**config.mk**
```make
export PLATFORM = sky130hd
export DESIGN_NAME = pulse_in_capture
export DESIGN_NICKNAME = d
export VERILOG_FILES = /design/src/rtl/pulse_in_capture.sv
export SDC_FILE = /design/constraint.sdc
export NUM_CORES = 1
export LEC_CHECK = 0
export BUFFER_PORTS_ARGS = -buffer_cell sky130_fd_sc_hd__buf_4
export CAP_MARGIN = 5
export CORE_ASPECT_RATIO = 0.9
export CORE_MARGIN = 2
export CORE_UTILIZATION = 55
export DETAILED_ROUTE_END_ITERATION = 16
export HOLD_SLACK_MARGIN = 0.12
export MAX_ROUTING_LAYER = met4
export PLACE_DENSITY_LB_ADDON = 0.08
export SYNTH_ARGS = -nofsm -noshare
export SYNTH_HDL_FRONTEND = slang
export SYNTH_SLANG_ARGS = --single-unit
```
**constraint.sdc**
```tcl
create_clock -name clk -period 5.1 [get_ports clk]
set_clock_uncertainty 0.1 [all_clocks]
set_input_delay 0.255 -clock clk [delete_from_list [all_inputs] [get_ports clk]]
set_output_delay 0.255 -clock clk [all_outputs]
set_load 0.05 [all_outputs]
```
**src/rtl/pulse_in_capture.sv**
```systemverilog
// Pulse-width measurement on one selectable GPIO pin (hardware pulseIn()).
// Skips a pulse already in progress, then times the next pulse of the requested level.
module pulse_in_capture #(
    parameter int unsigned NPINS       = 32,
    parameter int unsigned CNT_WIDTH   = 32,
    parameter int unsigned SYNC_STAGES = 2
) (
    input  logic                     clk,
    input  logic                     rst_n,
    input  logic [NPINS-1:0]         pin_i,
    input  logic                     start_i,
    input  logic [$clog2(NPINS)-1:0] pin_sel_i,
    input  logic                     level_i,
    input  logic [CNT_WIDTH-1:0]     timeout_i,
    output logic                     busy_o,
    output logic                     done_o,
    output logic                     timeout_o,
    output logic [CNT_WIDTH-1:0]     width_o
);

    typedef enum logic [1:0] {IDLE, WAIT_END, WAIT_START, MEASURE} state_t;

    state_t                     state_q, state_d;
    logic [NPINS-1:0]           sync_q [SYNC_STAGES];
    logic [$clog2(NPINS)-1:0]   pin_sel_q, pin_sel_d;
    logic                       level_q, level_d;
    logic [CNT_WIDTH-1:0]       timeout_q, timeout_d;
    logic [CNT_WIDTH-1:0]       tcnt_q, tcnt_d;
    logic [CNT_WIDTH-1:0]       wcnt_q, wcnt_d;
    logic [CNT_WIDTH-1:0]       width_q, width_d;
    logic                       tmo_flag_q, tmo_flag_d;
    logic                       done_q, done_d;

    logic                       s;
    logic                       at_level;
    logic [CNT_WIDTH-1:0]       tcnt_inc;
    logic [CNT_WIDTH-1:0]       wcnt_inc;
    logic                       tmo_hit;

    always_ff @(posedge clk or negedge rst_n) begin
        if (!rst_n) begin
            for (int unsigned i = 0; i < SYNC_STAGES; i++) sync_q[i] <= '0;
        end else begin
            sync_q[0] <= pin_i;
            for (int unsigned i = 1; i < SYNC_STAGES; i++) sync_q[i] <= sync_q[i-1];
        end
    end

    assign s        = sync_q[SYNC_STAGES-1][pin_sel_q];
    assign at_level = (s == level_q);
    assign tcnt_inc = (tcnt_q == '1) ? tcnt_q : tcnt_q + CNT_WIDTH'(1);
    assign wcnt_inc = (wcnt_q == '1) ? wcnt_q : wcnt_q + CNT_WIDTH'(1);
    assign tmo_hit  = (timeout_q != '0) && (tcnt_inc == timeout_q);

    always_ff @(posedge clk or negedge rst_n) begin
        if (!rst_n) state_q <= IDLE;
        else        state_q <= state_d;
    end

    // In MEASURE the end-of-pulse test precedes the timeout test so completion wins a tie.
    always_comb begin
        state_d = state_q;
        unique case (state_q)
            IDLE:       if (start_i) state_d = WAIT_END;
            WAIT_END:   if (tmo_hit) state_d = IDLE; else if (!at_level) state_d = WAIT_START;
            WAIT_START: if (tmo_hit) state_d = IDLE; else if (at_level)  state_d = MEASURE;
            MEASURE:    if (!at_level || tmo_hit) state_d = IDLE;
            default:    state_d = IDLE;
        endcase
    end

    always_comb begin
        pin_sel_d  = pin_sel_q;
        level_d    = level_q;
        timeout_d  = timeout_q;
        tcnt_d     = tcnt_q;
        wcnt_d     = wcnt_q;
        width_d    = width_q;
        tmo_flag_d = tmo_flag_q;
        done_d     = 1'b0;
        unique case (state_q)
            IDLE: begin
                if (start_i) begin
                    pin_sel_d  = pin_sel_i;
                    level_d    = level_i;
                    timeout_d  = timeout_i;
                    tcnt_d     = '0;
                    wcnt_d     = '0;
                    width_d    = '0;
                    tmo_flag_d = 1'b0;
                end
            end
            WAIT_END, WAIT_START: begin
                tcnt_d = tcnt_inc;
                if (tmo_hit) begin
                    done_d     = 1'b1;
                    tmo_flag_d = 1'b1;
                    width_d    = '0;
                end else if (state_q == WAIT_START && at_level) begin
                    wcnt_d = CNT_WIDTH'(1);
                end
            end
            MEASURE: begin
                tcnt_d = tcnt_inc;
                if (!at_level) begin
                    done_d     = 1'b1;
                    tmo_flag_d = 1'b0;
                    width_d    = wcnt_q;
                end else if (tmo_hit) begin
                    done_d     = 1'b1;
                    tmo_flag_d = 1'b1;
                    width_d    = '0;
                end else begin
                    wcnt_d = wcnt_inc;
                end
            end
            default: ;
        endcase
    end

    always_ff @(posedge clk or negedge rst_n) begin
        if (!rst_n) begin
            pin_sel_q  <= '0;
            level_q    <= 1'b0;
            timeout_q  <= '0;
            tcnt_q     <= '0;
            wcnt_q     <= '0;
            width_q    <= '0;
            tmo_flag_q <= 1'b0;
            done_q     <= 1'b0;
        end else begin
            pin_sel_q  <= pin_sel_d;
            level_q    <= level_d;
            timeout_q  <= timeout_d;
            tcnt_q     <= tcnt_d;
            wcnt_q     <= wcnt_d;
            width_q    <= width_d;
            tmo_flag_q <= tmo_flag_d;
            done_q     <= done_d;
        end
    end

    assign busy_o    = (state_q != IDLE);
    assign done_o    = done_q;
    assign timeout_o = tmo_flag_q;
    assign width_o   = width_q;

endmodule

```
* Word level (Yosys, flattened, before mapping)
Cells that the tools add are included.
** Word-level totals
- Bits in registers :: 202
- Input bits :: 73
- Output and inout port bits :: 35
- Word-level logic and storage cells :: 70
** Operators by class
- Muxes and demuxes :: 28
- Reduce and logical (&&, ||, !) cells :: 12
- Add/sub/neg operators :: 2
- Eq/ne operators :: 16
- $lt $le $gt $ge :: 1
** Operators by type and width (number)
- 32-bit two-way mux :: 9
- 32-bit case mux with 3 select lines :: 2
- 32-bit by 1-bit adder with 32-bit output, second input constant :: 2
- 32-bit == test, second input constant :: 2
- 32-bit case mux with 2 select lines :: 1
- 32-bit == test :: 1
- 32-bit nonzero test :: 1
- 2-bit inequality test, second input constant :: 7
- 2-bit two-way mux :: 6
- 2-bit case mux with 4 select lines :: 1
- 5-bit by 6-bit less-than comparator with 1-bit output, second input constant :: 1
- 1-bit two-way mux :: 6
- 3-bit inequality test, second input constant :: 2
- 6-bit AND reduction :: 1
- 1-bit binary-select mux with 5-bit select :: 1
- 2-bit == test, second input constant :: 2
- 4-bit AND reduction :: 1
- 1-bit case mux with 3 select lines :: 1
- 3-bit OR reduction :: 1
- 2-bit by 1-bit == test with 1-bit output, second input constant :: 1
- 1-bit logical AND :: 2
- 2-bit logical NOT :: 1
- 1-bit case mux with 2 select lines :: 1
- 2-bit AND reduction :: 1
- 5 further kinds :: 5

* Longest topological paths before layout
Gate-level depths: netlist of run 1.
- Depth in word-level cells :: 7
- Mapped depth :: 15
- Depth with buffers taken out :: 11

* Worst setup path before layout of run 1
No wires, ideal clock.
- Path kind :: reg-to-reg
- Start point :: reg tcnt_q[0]
- End point :: reg width_q[29], in the netlist width_o[29]
- Buffers on the path :: 2
- Period minus slack after synthesis :: 3.703 ns
- Setup time :: 0.122 ns
- Cell stages (with the launch flop) :: 14
- Arrival time :: 3.481 ns
- Required time :: 4.878 ns
- Path slack :: 1.397 ns
- Cell sequence :: dfrtp_1 ha_1 nand4_2 or4_4 o21ai_0 nor2_1 xnor2_1 a2111oi_1 nand4_2 or2_1 buf_4 buf_6 a21o_1 a32o_1
** Between the ends
- Longest elaborated chain between the ends :: 7
- Elaborated cells on any way between the ends :: 8
- Those cells by class :: add/sub (1); eq/ne (2); mux (4); reduce/logical (1)
** RTL lines
- from (decl) :: line 28 : logic [CNT_WIDTH-1:0] tcnt_q, tcnt_d;
- from (signal assigned) :: line 135 : tcnt_q <= tcnt_d;
- 32-bit by 1-bit adder with 32-bit output or 32-bit == test (tied branches) :: line 51 : assign tcnt_inc = (tcnt_q == '1) ? tcnt_q : tcnt_q + CNT_WIDTH'(1);
- 32-bit two-way mux * :: line 51
- 32-bit == test * :: line 53 : assign tmo_hit = (timeout_q != '0) && (tcnt_inc == timeout_q);
- 1-bit logical AND * :: line 53
- 32-bit two-way mux *
- 32-bit two-way mux
- 32-bit case mux with 3 select lines *
- to (signal assigned) :: line 137 : width_q <= width_d;
- to (decl) :: line 30 : logic [CNT_WIDTH-1:0] width_q, width_d;
Mark *: on every way between the ends. The rest lies on a longest branch, timed or not.
A chain may end at the register's enable or synchronous reset.

* Worst setup path after layout of run 1
- Start point :: reg tcnt_q[0]
- End point :: reg width_q[2], in the netlist width_o[2]
The elaborated chain is that of the path after synthesis.

==> flow_summary.json, run 1 <==
{
  "slew_viol_final": 0,
  "totalWireLength_um": 26400,
  "unrepaired_setup_endpoints_after_global_routing": "no",
  "drt_iter0_drc": 622,
  "cts_htree_levels": 1,
  "overflow": 0,
  "top_level_ports": 108,
  "nFillCells": 1394,
  "die_y_um": 134,
  "port-buffer-count": 107,
  "post-route-period-util_pct": 92.3,
  "period_minus_ws_final_ns": 4.71,
  "synth_xor_xnor_area_share_pct": 3.56,
  "netlist_area_um2": 10300,
  "fin_total_pwr_mw": 6.46,
  "tritoncts.num_buffers": 21,
  "die_width_um": 148,
  "drtPass1Iterations": 5,
  "wl_per_cell_um": 18.8,
  "hold_path.class": "flop to flop",
  "area_growth_syn_to_layout_pct": 23.6,
  "ys_types": 75,
  "synth_top_flop_cell": "sky130_fd_sc_hd__dfrtp_1",
  "synth_top_family_by_area": "compound AO/OA/AOI/OAI gates",
  "std_cell_rows": 47,
  "final_tns_setup_ns": 0,
  "timing.critical_path.required_ns": 5.38,
  "root_buffer": "sky130_fd_sc_hd__clkbuf_16",
  "synth_enable_flop_cells": 0,
  "synth.avg_cell_area_um2": 10.4,
  "vias_per_cell": 6.02,
  "clock_insertion_delay_worst_skew_ns": 0.51,
  "cap_violations": 0,
  "grt_pass1_vias": 8207,
  "final_layout_size_suffix_gt1_share_pct": 20.1,
  "antenna_left": 0,
  "grt_max_degree": 115,
  "antenna_found_initial": 1,
  "core_area_um2": 18400,
  "gpl.final_weighted_congestion": 0.943,
  "start_util_pct": 56.1,
  "register_to_register_setup_slack_ns": 0.39,
  "outcome": "finished, final reports clean",
  "final_net_count": 1223,
  "worstPathMaxFanout": 23,
  "grtUsageTotal_pct": 28.0,
  "yosys_warnings": 0,
  "cts.path.max_buffers": 3,
  "detail_route.drc_violations": 0,
  "max_freq_ghz": 0.212,
  "gate_count_post_synth": 993,
  "cts_post_setup_buffers_inserted": 0,
  "ctsHoldBuffers": 72,
  "synth_simple_gate_area_share_pct": 15.5,
  "grt_first_pass_wirelength_um": 43900,
  "static-leakage-power_nw": 5.48,
  "synth_mux_area_share_pct": 8.48,
  "timing.final.hold_violations": 0,
  "die_area_um2": 19900,
  "worstSetupPathType": "flop to flop",
  "worst_setup_path_start_kind": "flop",
  "register_bit_count_reported_by_yosys": 202,
  "vdd_ir_drop_max_uv": 413,
  "portion_of_the_post_synthesis_area_used_by_sequential_elements_pct": 48.9,
  "detailroute.via_count": 8459,
  "postSynthNetCount": 1073,
  "synth_adder_area_share_pct": 0.945,
  "worst_setup_path_end_kind": "flop",
  "tritoncts": "done",
  "powerDensity_nw_per_um2": 506,
  "clk_pin_slew_ns": 0.07,
  "post_cts_resized": 0,
  "final_setup_violating_endpoints": 0,
  "hpwlAfterDp_um": 16600,
  "worst-slew-pin-transition_ns": 1.12,
  "slew-limit-headroom_pct": 25.3,
  "synth_compound_gate_area_share_pct": 18.6,
  "cts_sinks": 202,
  "synth-async-reset-ratio_pct": 100,
  "worst-endpoint-arrival_ns": 4.99
}
[worst max-delay path, stage by stage (launching register included)]
cell and delay (ns):
sky130_fd_sc_hd__dfrtp_1 0.46, sky130_fd_sc_hd__ha_1 0.35, sky130_fd_sc_hd__nand4_2 0.23, sky130_fd_sc_hd__or4_4 0.65, sky130_fd_sc_hd__o21ai_0 0.47, sky130_fd_sc_hd__nor2_1 0.14
sky130_fd_sc_hd__xnor2_1 0.17, sky130_fd_sc_hd__a2111oi_1 0.34, sky130_fd_sc_hd__nand4_2 0.26, sky130_fd_sc_hd__or2_1 0.65, sky130_fd_sc_hd__buf_4 0.37, sky130_fd_sc_hd__a21o_1 0.17
sky130_fd_sc_hd__a32o_1 0.21
[registers in the layout (all words and copies together), names as in the netlist, 2 cells and up]
name       count
wcnt_q        32
pin_sel_q      5
sync_q        64
timeout_q     32
state_q        2
tcnt_q        32
width_o       32
[synthesized netlist by cell type, types with 24 or more instances]
cell type                    n  area (µm²)
sky130_fd_sc_hd__a21o_1     33         248
sky130_fd_sc_hd__clkbuf_1   53         199
sky130_fd_sc_hd__o21ai_0    50         250
sky130_fd_sc_hd__inv_1      24        90.1
sky130_fd_sc_hd__nand2_1    89         334
sky130_fd_sc_hd__nor2_1     46         173
sky130_fd_sc_hd__nand3_1    44         220
sky130_fd_sc_hd__a21oi_1    48         240
sky130_fd_sc_hd__mux2_2     39         439
sky130_fd_sc_hd__dfrtp_1   202        5050
sky130_fd_sc_hd__xnor2_1    33         289
sky130_fd_sc_hd__a32o_1     29         290
[routing by layer]
layer | share of wire (%) | track usage (%) | vias to the layer above | wire (µm)
li1 | - | - | 4004 | -
met1 | 47 | 41.3 | 4116 | 12500
met2 | 45 | 41.1 | 310 | 11800
met3 | 6.8 | 5.20 | 29 | 1800
met4 | 1.4 | 5.50 | 0 | 367
met5 | 0 | - | - | 0
[cell type report]
class	count	area (µm²)	area share (%)
antenna	1	2.50	0.0196
clock buffer	27	588	4.61
clock inverter	11	145	1.14
inverter	24	90.1	0.706
multi-input combinational	696	4880	38.2
sequential	202	5050	39.6
tap	245	307	2.40
timing repair buffer	198	1700	13.3
[stage by stage]
stage                     cells  hold WS (ns)  instance area, µm²  util, %  setup WS, ns
after floorplan             993        -0.141               10300        -          1.40
after global placement     1293         0.233               11300     61.5         0.606
after detailed placement   1293         0.235               11300     61.5         0.475
after CTS                  1403         0.249               12800     69.4         0.459
after global routing       1404         0.253               12800     69.4        0.0508
final                      1404         0.248               12800     69.4         0.393
[final timing paths]
path / to / cells past startpoint / start
min in group asynchronous: timeout_q[10] / 2 / rst_n
max reg2reg: width_o[2] / 12 / tcnt_q[0]
max: width_o[2] / 12 / tcnt_q[0]
max in group asynchronous: sync_q[28] / 3 / rst_n
min: sync_q[30] / 0 / sync_q[62]
min reg2reg: sync_q[30] / 0 / sync_q[62]
[where the power goes]
part | switching [mW] | internal [mW] | leakage [nW] | total (mW)
sequential | 0.268 | 1.82 | 2.58 | 2.09
combinational | 1.62 | 1.14 | 2.55 | 2.76
clock | 0.642 | 0.971 | 0.353 | 1.61
total | 2.53 | 3.93 | 5.48 | 6.46
[cell families (layout without fill, tap and decap cells)]
group / after synthesis / in the layout
adders and majority gates: 8 / 8
muxes: 70 / 70
AOI/OAI and AO/OA: 272 / 272
other: 0 / 1
and+or+nand+nor: 304 / 304
xor gates and xnor gates: 42 / 42
DFF: 202 / 202
buffers and inverters: 95 / 260
[layout by cell type, fill, tap and decap left out, types with 10 or more instances in the layout]
master,n
sky130_fd_sc_hd__a32o_1,29
sky130_fd_sc_hd__and2_1,11
sky130_fd_sc_hd__clkbuf_16,21
sky130_fd_sc_hd__mux2i_1,20
sky130_fd_sc_hd__nor4_1,19
sky130_fd_sc_hd__nand4_1,19
sky130_fd_sc_hd__nand2_1,89
sky130_fd_sc_hd__nor2_1,45
sky130_fd_sc_hd__mux4_2,10
sky130_fd_sc_hd__o21ai_0,50
sky130_fd_sc_hd__dlygate4sd3_1,72
sky130_fd_sc_hd__o31ai_1,14
sky130_fd_sc_hd__a21oi_1,47
sky130_fd_sc_hd__xnor2_1,33
sky130_fd_sc_hd__nor3_1,11
sky130_fd_sc_hd__dfrtp_1,202
sky130_fd_sc_hd__buf_4,123
sky130_fd_sc_hd__and3_1,20
sky130_fd_sc_hd__mux2_2,39
sky130_fd_sc_hd__a211oi_1,20
sky130_fd_sc_hd__a31oi_1,18
sky130_fd_sc_hd__a21o_1,33
sky130_fd_sc_hd__inv_1,24
sky130_fd_sc_hd__nand3_1,44
Power figures use the tool's default switching activity.
==> run 2: changes to the inputs <==
--- a/config.mk
+++ b/config.mk
@@ -12,7 +12,6 @@
 export CORE_UTILIZATION = 55
 export DETAILED_ROUTE_END_ITERATION = 16
 export HOLD_SLACK_MARGIN = 0.12
-export MAX_ROUTING_LAYER = met4
 export PLACE_DENSITY_LB_ADDON = 0.08
 export SYNTH_ARGS = -nofsm -noshare
 export SYNTH_HDL_FRONTEND = slang
==> run 2 against run 1 <==
Clock power up 4%. Power up 1.2%. Critical path depth unchanged. Non-clock buffer count up 1. Core utilization up 0.20 points. Global-route usage down 0.74 points. Final cell count unchanged. First-iteration DRC count up 12%. Sequential share of layout area down 0.11 points.
==> flow_summary.json, run 2 (synthesis gave the netlist of run 1 again) <==
{
  "timing.critical_path.required_ns": 5.40,
  "final_tns_setup_ns": 0,
  "worst_setup_path_end_kind": "flop",
  "start_util_pct": 56.1,
  "cts_post_setup_buffers_inserted": 0,
  "dpl-instance-area_um2": 11300,
  "area_growth_syn_to_layout_pct": 24.0,
  "hold_ws_ns": 0.245,
  "register_area_um2": 5050,
  "cap_violations": 0,
  "top_level_ports": 108,
  "grt_first_pass_wirelength_um": 43800,
  "worst-endpoint-arrival_ns": 5.03,
  "die_y_um": 134,
  "layout.cells.most_common": "sky130_fd_sc_hd__dfrtp_1",
  "post-route-worst-setup-slack_ns": 0.367,
  "number_of_flip_flops_under_the_largest_register_name": 64,
  "detailroute.via_count": 8523,
  "antenna_cells_inserted": 0,
  "core_area_um2": 18400,
  "detail_route.drc_violations": 0,
  "cts_htree_levels": 1,
  "die_width_um": 148,
  "powerDensity_nw_per_um2": 511,
  "drt_iter0_drc": 696,
  "tritoncts": "done",
  "nFillCells": 1371,
  "grt_max_degree": 89,
  "worstSetupPathType": "flop to flop",
  "largest_reg_by_ff_count": "sync_q",
  "final_setup_violating_endpoints": 0,
  "clk_pin_slew_ns": 0.07,
  "overflow": 0,
  "multi_input_area_um2": 4880,
  "final_cell_mix": "sky130_fd_sc_hd__dfrtp_1, sky130_fd_sc_hd__buf_4, sky130_fd_sc_hd__nand2_1",
  "wl_per_cell_um": 18.9,
  "port-buffer-count": 107,
  "slew_viol_final": 0,
  "std_cell_rows": 47,
  "cts.path.max_buffers": 3,
  "detailedPlace.worstSlack_ns": 0.445,
  "grtUsageTotal_pct": 27.3,
  "grt_pass1_vias": 8187,
  "static-leakage-power_nw": 5.51,
  "antenna_found_initial": 0,
  "vdd_ir_drop_max_uv": 388,
  "clock_insertion_delay_worst_skew_ns": 0.53,
  "worst-slew-pin-transition_ns": 0.965,
  "root_buffer": "sky130_fd_sc_hd__clkbuf_16",
  "cts_sinks": 202,
  "max_freq_ghz": 0.211,
  "period_minus_ws_final_ns": 4.73,
  "worst_setup_path_start_kind": "flop",
  "totalWireLength_um": 26600,
  "hold_path.class": "flop to flop",
  "hpwlAfterDp_um": 16700,
  "gpl.final_weighted_congestion": 0.941,
  "slew-limit-headroom_pct": 35.6,
  "timing.final.hold_violations": 0,
  "worstPathMaxFanout": 23,
  "tritoncts.num_buffers": 22,
  "die_area_um2": 19900,
  "unrepaired_setup_endpoints_after_global_routing": "no",
  "final_layout_size_suffix_gt1_share_pct": 20.2,
  "stdcell_area_um2": 12800,
  "post-route-period-util_pct": 92.8,
  "vias_per_cell": 6.07,
  "outcome": "finished, final reports clean",
  "final_net_count": 1225,
  "antenna_left": 0,
  "drtPass1Iterations": 5
}
==> run 2: cell count changes in the layout (fill, tap and decap cells not counted), sizes merged <==
cell,change
clkbuf,+1
clkinvlp,-2
diode,-1
clkinv,+2
inv,-1
buf,+1
==> run 2: stage by stage <==
| stage | util, % | instances | total power [mW] |
|---|---|---|---|
| after floorplan | - | 993 | 4.08 |
| after global placement | 61.4 | 1294 | 4.75 |
| after detailed placement | 61.4 | 1294 | 4.78 |
| after CTS | 69.6 | 1404 | 6.54 |
| after global routing | 69.6 | 1404 | 6.91 |
| final | 69.6 | 1404 | 6.54 |
==> run 2: critical path: stages (launching register included) <==
cell and delay [ns]:
sky130_fd_sc_hd__dfrtp_1 0.46, sky130_fd_sc_hd__ha_1 0.35, sky130_fd_sc_hd__nand4_2 0.23, sky130_fd_sc_hd__or4_4 0.65, sky130_fd_sc_hd__o21ai_0 0.50, sky130_fd_sc_hd__nor2_1 0.15, sky130_fd_sc_hd__xnor2_1 0.17, sky130_fd_sc_hd__a2111oi_1 0.36
sky130_fd_sc_hd__nand4_2 0.25, sky130_fd_sc_hd__or2_1 0.63, sky130_fd_sc_hd__buf_4 0.36, sky130_fd_sc_hd__a21o_1 0.18, sky130_fd_sc_hd__a32o_1 0.20
==> run 2: layer usage <==
metal	wire (µm)	up-vias	track usage, %
li1	-	4015	-
met1	12500	4137	41.1
met2	11900	335	41.5
met3	1780	36	4.97
met4	521	0	6.24
met5	0	-	0
==> run 2: final cells by class <==
cell class	instances	share of cell area, %
Clock inverter	10	1.28
Inverter	24	0.704
Clock buffer	28	4.79
Sequential cell	202	39.5
Tap cell	245	2.39
Timing Repair Buffer	199	13.2
Multi-Input combinational cell	696	38.1
==> run 2: path summary, 6_finish.rpt <==
| check | startpoint | to | slack, ns | cells past startpoint |
|---|---|---|---|---|
| min in group asynchronous | rst_n | timeout_q[13] | 0.26 | 2 |
| worst min register to register | sync_q[34] | sync_q[2] | 0.24 | 0 |
| worst max-delay path | tcnt_q[0] | width_o[12] | 0.37 | 12 |
| worst max register to register | tcnt_q[0] | width_o[12] | 0.37 | 12 |
| worst min-delay path | sync_q[34] | sync_q[2] | 0.24 | 0 |
| max in group asynchronous | rst_n | tcnt_q[9] | 3.35 | 3 |
==> run 2: repair_timing <==
item,in CTS,in global routing
hold buffers,72,0
gates resized for setup,0,0
hold endpoints to repair,158,0
==> run 2: where the power goes <==
| part | switching, mW | internal [mW] |
|---|---|---|
| Combinational | 1.62 | 1.14 |
| Sequential | 0.276 | 1.82 |
| Clock | 0.670 | 1.01 |
| Total | 2.57 | 3.97 |
==> run 3: changes to the inputs <==
--- a/config.mk
+++ b/config.mk
@@ -5,6 +5,7 @@
 export SDC_FILE = /design/constraint.sdc
 export NUM_CORES = 1
 export LEC_CHECK = 0
+export ABC_AREA = 1
 export BUFFER_PORTS_ARGS = -buffer_cell sky130_fd_sc_hd__buf_4
 export CAP_MARGIN = 5
 export CORE_ASPECT_RATIO = 0.9
==> run 3 against run 2 <==
Sequential share of layout area fell by 1.6 points. Core utilization fell by 0.55 points. Maximum frequency rose by 18%. Sequential cell count did not move. Routed wire length rose by 28%. Register-to-register slack improved by 0.71 ns. Synthesized cell count rose by 54%. Global-route usage rose by 5.4 points. Area after synthesis rose by 6.2%.
==> flow_summary.json, run 3 <==
{
  "layout.cells.most_common": "sky130_fd_sc_hd__nand2_1",
  "static-leakage-power_nw": 6.41,
  "cts_post_setup_buffers_inserted": 0,
  "critical_path.most_common_cell": "sky130_fd_sc_hd__nand2_1",
  "overflow": 0,
  "die_y_um": 138,
  "critical-path-top-delay-family": "simple AND/OR/NAND/NOR gates",
  "synth_enable_flop_cells": 0,
  "post-route-period-util_pct": 78.9,
  "timing.critical_path.required_ns": 5.39,
  "worst-endpoint-arrival_ns": 4.31,
  "synth-async-reset-ratio_pct": 100,
  "die_width_um": 153,
  "synth_top_cells_by_area": "sky130_fd_sc_hd__dfrtp_1, sky130_fd_sc_hd__nand2_1, sky130_fd_sc_hd__nor2_1",
  "period_minus_ws_final_ns": 4.03,
  "layoutNonFillerInstCount": 1945,
  "worstPathMaxFanout": 39,
  "tritoncts.num_buffers": 22,
  "yosys.cell_count.top_type": "sky130_fd_sc_hd__nand2_1",
  "wl_per_cell_um": 17.5,
  "cts.path.max_buffers": 3,
  "area_growth_syn_to_layout_pct": 21.7,
  "final_cell_mix": "sky130_fd_sc_hd__nand2_1, sky130_fd_sc_hd__dfrtp_1, sky130_fd_sc_hd__nor2_1",
  "register_bit_count_reported_by_yosys": 202,
  "cap_violations": 0,
  "totalWireLength_um": 34000,
  "root_buffer": "sky130_fd_sc_hd__clkbuf_16",
  "netlist_area_um2": 11000,
  "synth_top_cell_by_area": "sky130_fd_sc_hd__dfrtp_1",
  "number_of_flip_flops_under_the_largest_register_name": 64,
  "core_area_um2": 19300,
  "ys_types": 36,
  "antenna_found_initial": 1,
  "vdd_ir_drop_max_uv": 388,
  "nFillCells": 1583,
  "synth.avg_cell_area_um2": 7.18,
  "drtPass1Iterations": 5,
  "largest_reg_by_ff_count": "sync_q",
  "top_level_ports": 108,
  "final_setup_violating_endpoints": 0,
  "worst_setup_path_start_kind": "flop",
  "clock_insertion_delay_worst_skew_ns": 0.52,
  "grtUsageTotal_pct": 32.7,
  "gate_count_post_synth": 1528,
  "cp_slowest_stage_delay_ns": 0.46,
  "tritoncts": "done",
  "vias_per_cell": 5.58,
  "portion_of_the_post_synthesis_area_used_by_sequential_elements_pct": 46.1,
  "slew-limit-headroom_pct": 24.7,
  "drt_iter0_drc": 966,
  "final_layout_size_suffix_gt1_share_pct": 10.6,
  "antenna_left": 0,
  "yosys_top_cell_area_share_pct": 46.1,
  "unrepaired_setup_endpoints_after_global_routing": "no",
  "std_cell_rows": 48,
  "grt_max_degree": 133,
  "final_tns_setup_ns": 0,
  "ctsHoldBuffers": 72,
  "synth_top_flop_cell": "sky130_fd_sc_hd__dfrtp_1",
  "hold_path.class": "primary input to async pin",
  "most_instantiated_cells_after_synthesis": "sky130_fd_sc_hd__nand2_1, sky130_fd_sc_hd__dfrtp_1, sky130_fd_sc_hd__nor2_1",
  "post_cts_resized": 0,
  "detail_route.drc_violations": 0,
  "die_area_um2": 21100,
  "multi_input_area_um2": 5150,
  "worstSetupPathType": "flop to flop",
  "port-buffer-count": 107,
  "antenna_cells_inserted": 0,
  "max_freq_ghz": 0.248,
  "cts_sinks": 202,
  "worstPathBufferInverterCount": 2,
  "place_inst": 1834,
  "hpwlAfterDp_um": 22300,
  "clk_pin_slew_ns": 0.06,
  "cp_cell_sequence": "ha_1 -> nand2_2 -> nor2_4 -> nand2_4 -> nor2_8 -> nand2_2 -> buf_4 -> nand2_1 -> nand2_1 -> nand2_1 -> nor2_1 -> nand2_1 -> nor2_1 -> nand3_1 -> nor2_2 -> nand2_2 -> buf_4 -> nand3_4 -> nand2_1 -> nand2_1",
  "cts_htree_levels": 1,
  "register_area_um2": 5050,
  "grt_pass1_vias": 10266,
  "final_net_count": 1760,
  "postSynthNetCount": 1608,
  "yosys_warnings": 0,
  "powerDensity_nw_per_um2": 419,
  "start_util_pct": 56.7,
  "gpl.final_weighted_congestion": 0.972,
  "slew_viol_final": 0,
  "timing.final.hold_violations": 0,
  "detailroute.via_count": 10860,
  "worst_setup_path_end_kind": "flop",
  "worst-slew-pin-transition_ns": 1.13,
  "grt_first_pass_wirelength_um": 54900,
  "outcome": "finished, final reports clean",
  "critical_path.slowest_cell": "sky130_fd_sc_hd__dfrtp_1"
}
-- run 3: cell types whose count changed in the layout (fill, tap and decap cells not counted), sizes merged, moves of 21 or more --
cell,before,now
xnor2,33,5
mux2,40,1
a32o,29,0
nor2,48,205
nand3,44,136
o21ai,51,72
nand2,89,537
nand4,23,55
inv,24,122
a21o,33,0
-- run 3: logic make-up after synthesis --
family / share of synthesized area [%]
buffers and inverters: 6.98
AO/OA/AOI/OAI: 7.56
adder cells (fa/ha/maj): 0.798
XOR/XNOR: 1.76
multiplexers: 0.103
flip-flops: 46.1
AND/OR/NAND/NOR: 36.7
-- run 3: where the power goes --
| group | switching (mW) | internal, mW |
|---|---|---|
| Clock | 0.671 | 0.947 |
| Combinational | 1.47 | 0.540 |
| Sequential | 0.165 | 1.80 |
| Total | 2.31 | 3.28 |
-- run 3: final cells by class --
| cell class | instances | share of cell area [%] |
|---|---|---|
| flip-flops and latches | 202 | 37.9 |
| multi-input cells | 1138 | 38.6 |
| clock inverters | 15 | 1.25 |
| inverters | 125 | 3.52 |
| well taps | 250 | 2.34 |
| clock buffers | 24 | 4.18 |
| repair buffers | 191 | 12.2 |
-- run 3: worst paths after layout --
check / startpoint / cells past startpoint / to / slack (ns)
worst max-delay path: tcnt_q[0] / 20 / wcnt_q[11] / 1.07
worst min-delay path: rst_n / 2 / tcnt_q[22] / 0.22
worst max register to register: tcnt_q[0] / 20 / wcnt_q[11] / 1.07
min in group clk: sync_q[58] / 0 / sync_q[26] / 0.24
worst min register to register: sync_q[58] / 0 / sync_q[26] / 0.24
max in group asynchronous: rst_n / 3 / wcnt_q[26] / 3.58
-- run 3: worst register-to-register path, cell delays in order (launching register included) --
cell and delay, ns:
sky130_fd_sc_hd__dfrtp_1 0.46, sky130_fd_sc_hd__ha_1 0.38, sky130_fd_sc_hd__nand2_2 0.11, sky130_fd_sc_hd__nor2_4 0.15
sky130_fd_sc_hd__nand2_4 0.10, sky130_fd_sc_hd__nor2_8 0.16, sky130_fd_sc_hd__nand2_2 0.44, sky130_fd_sc_hd__buf_4 0.38
sky130_fd_sc_hd__nand2_1 0.09, sky130_fd_sc_hd__nand2_1 0.05, sky130_fd_sc_hd__nand2_1 0.10, sky130_fd_sc_hd__nor2_1 0.06
sky130_fd_sc_hd__nand2_1 0.06, sky130_fd_sc_hd__nor2_1 0.04, sky130_fd_sc_hd__nand3_1 0.08, sky130_fd_sc_hd__nor2_2 0.07
sky130_fd_sc_hd__nand2_2 0.05, sky130_fd_sc_hd__buf_4 0.36, sky130_fd_sc_hd__nand3_4 0.42, sky130_fd_sc_hd__nand2_1 0.17
sky130_fd_sc_hd__nand2_1 0.07
-- run 3: through the flow --
step                setup WS [ns]  utilization [%]  power [mW]  instance area, µm²  hold slack (ns)
floorplan                    2.39                -        3.32               11000           -0.141
detailed placement           1.18             61.5        3.90               11900            0.205
finish                       1.07             69.0        5.59               13300            0.216
global route                0.712             69.0        5.89               13300            0.252
global placement             1.27             61.5        3.87               11900            0.201
CTS                          1.12             69.0        5.55               13300            0.246
-- run 3: layer usage --
layer | share of wire, % | wire, µm | GRT usage, % | vias to the layer above
li1 | - | - | - | 5223
met1 | 44 | 15100 | 47.3 | 5090
met2 | 45 | 15200 | 52.2 | 474
met3 | 8.3 | 2810 | 5.03 | 71
met4 | 2.5 | 859 | 8.08 | 2
met5 | 0.038 | 13 | 0 | -
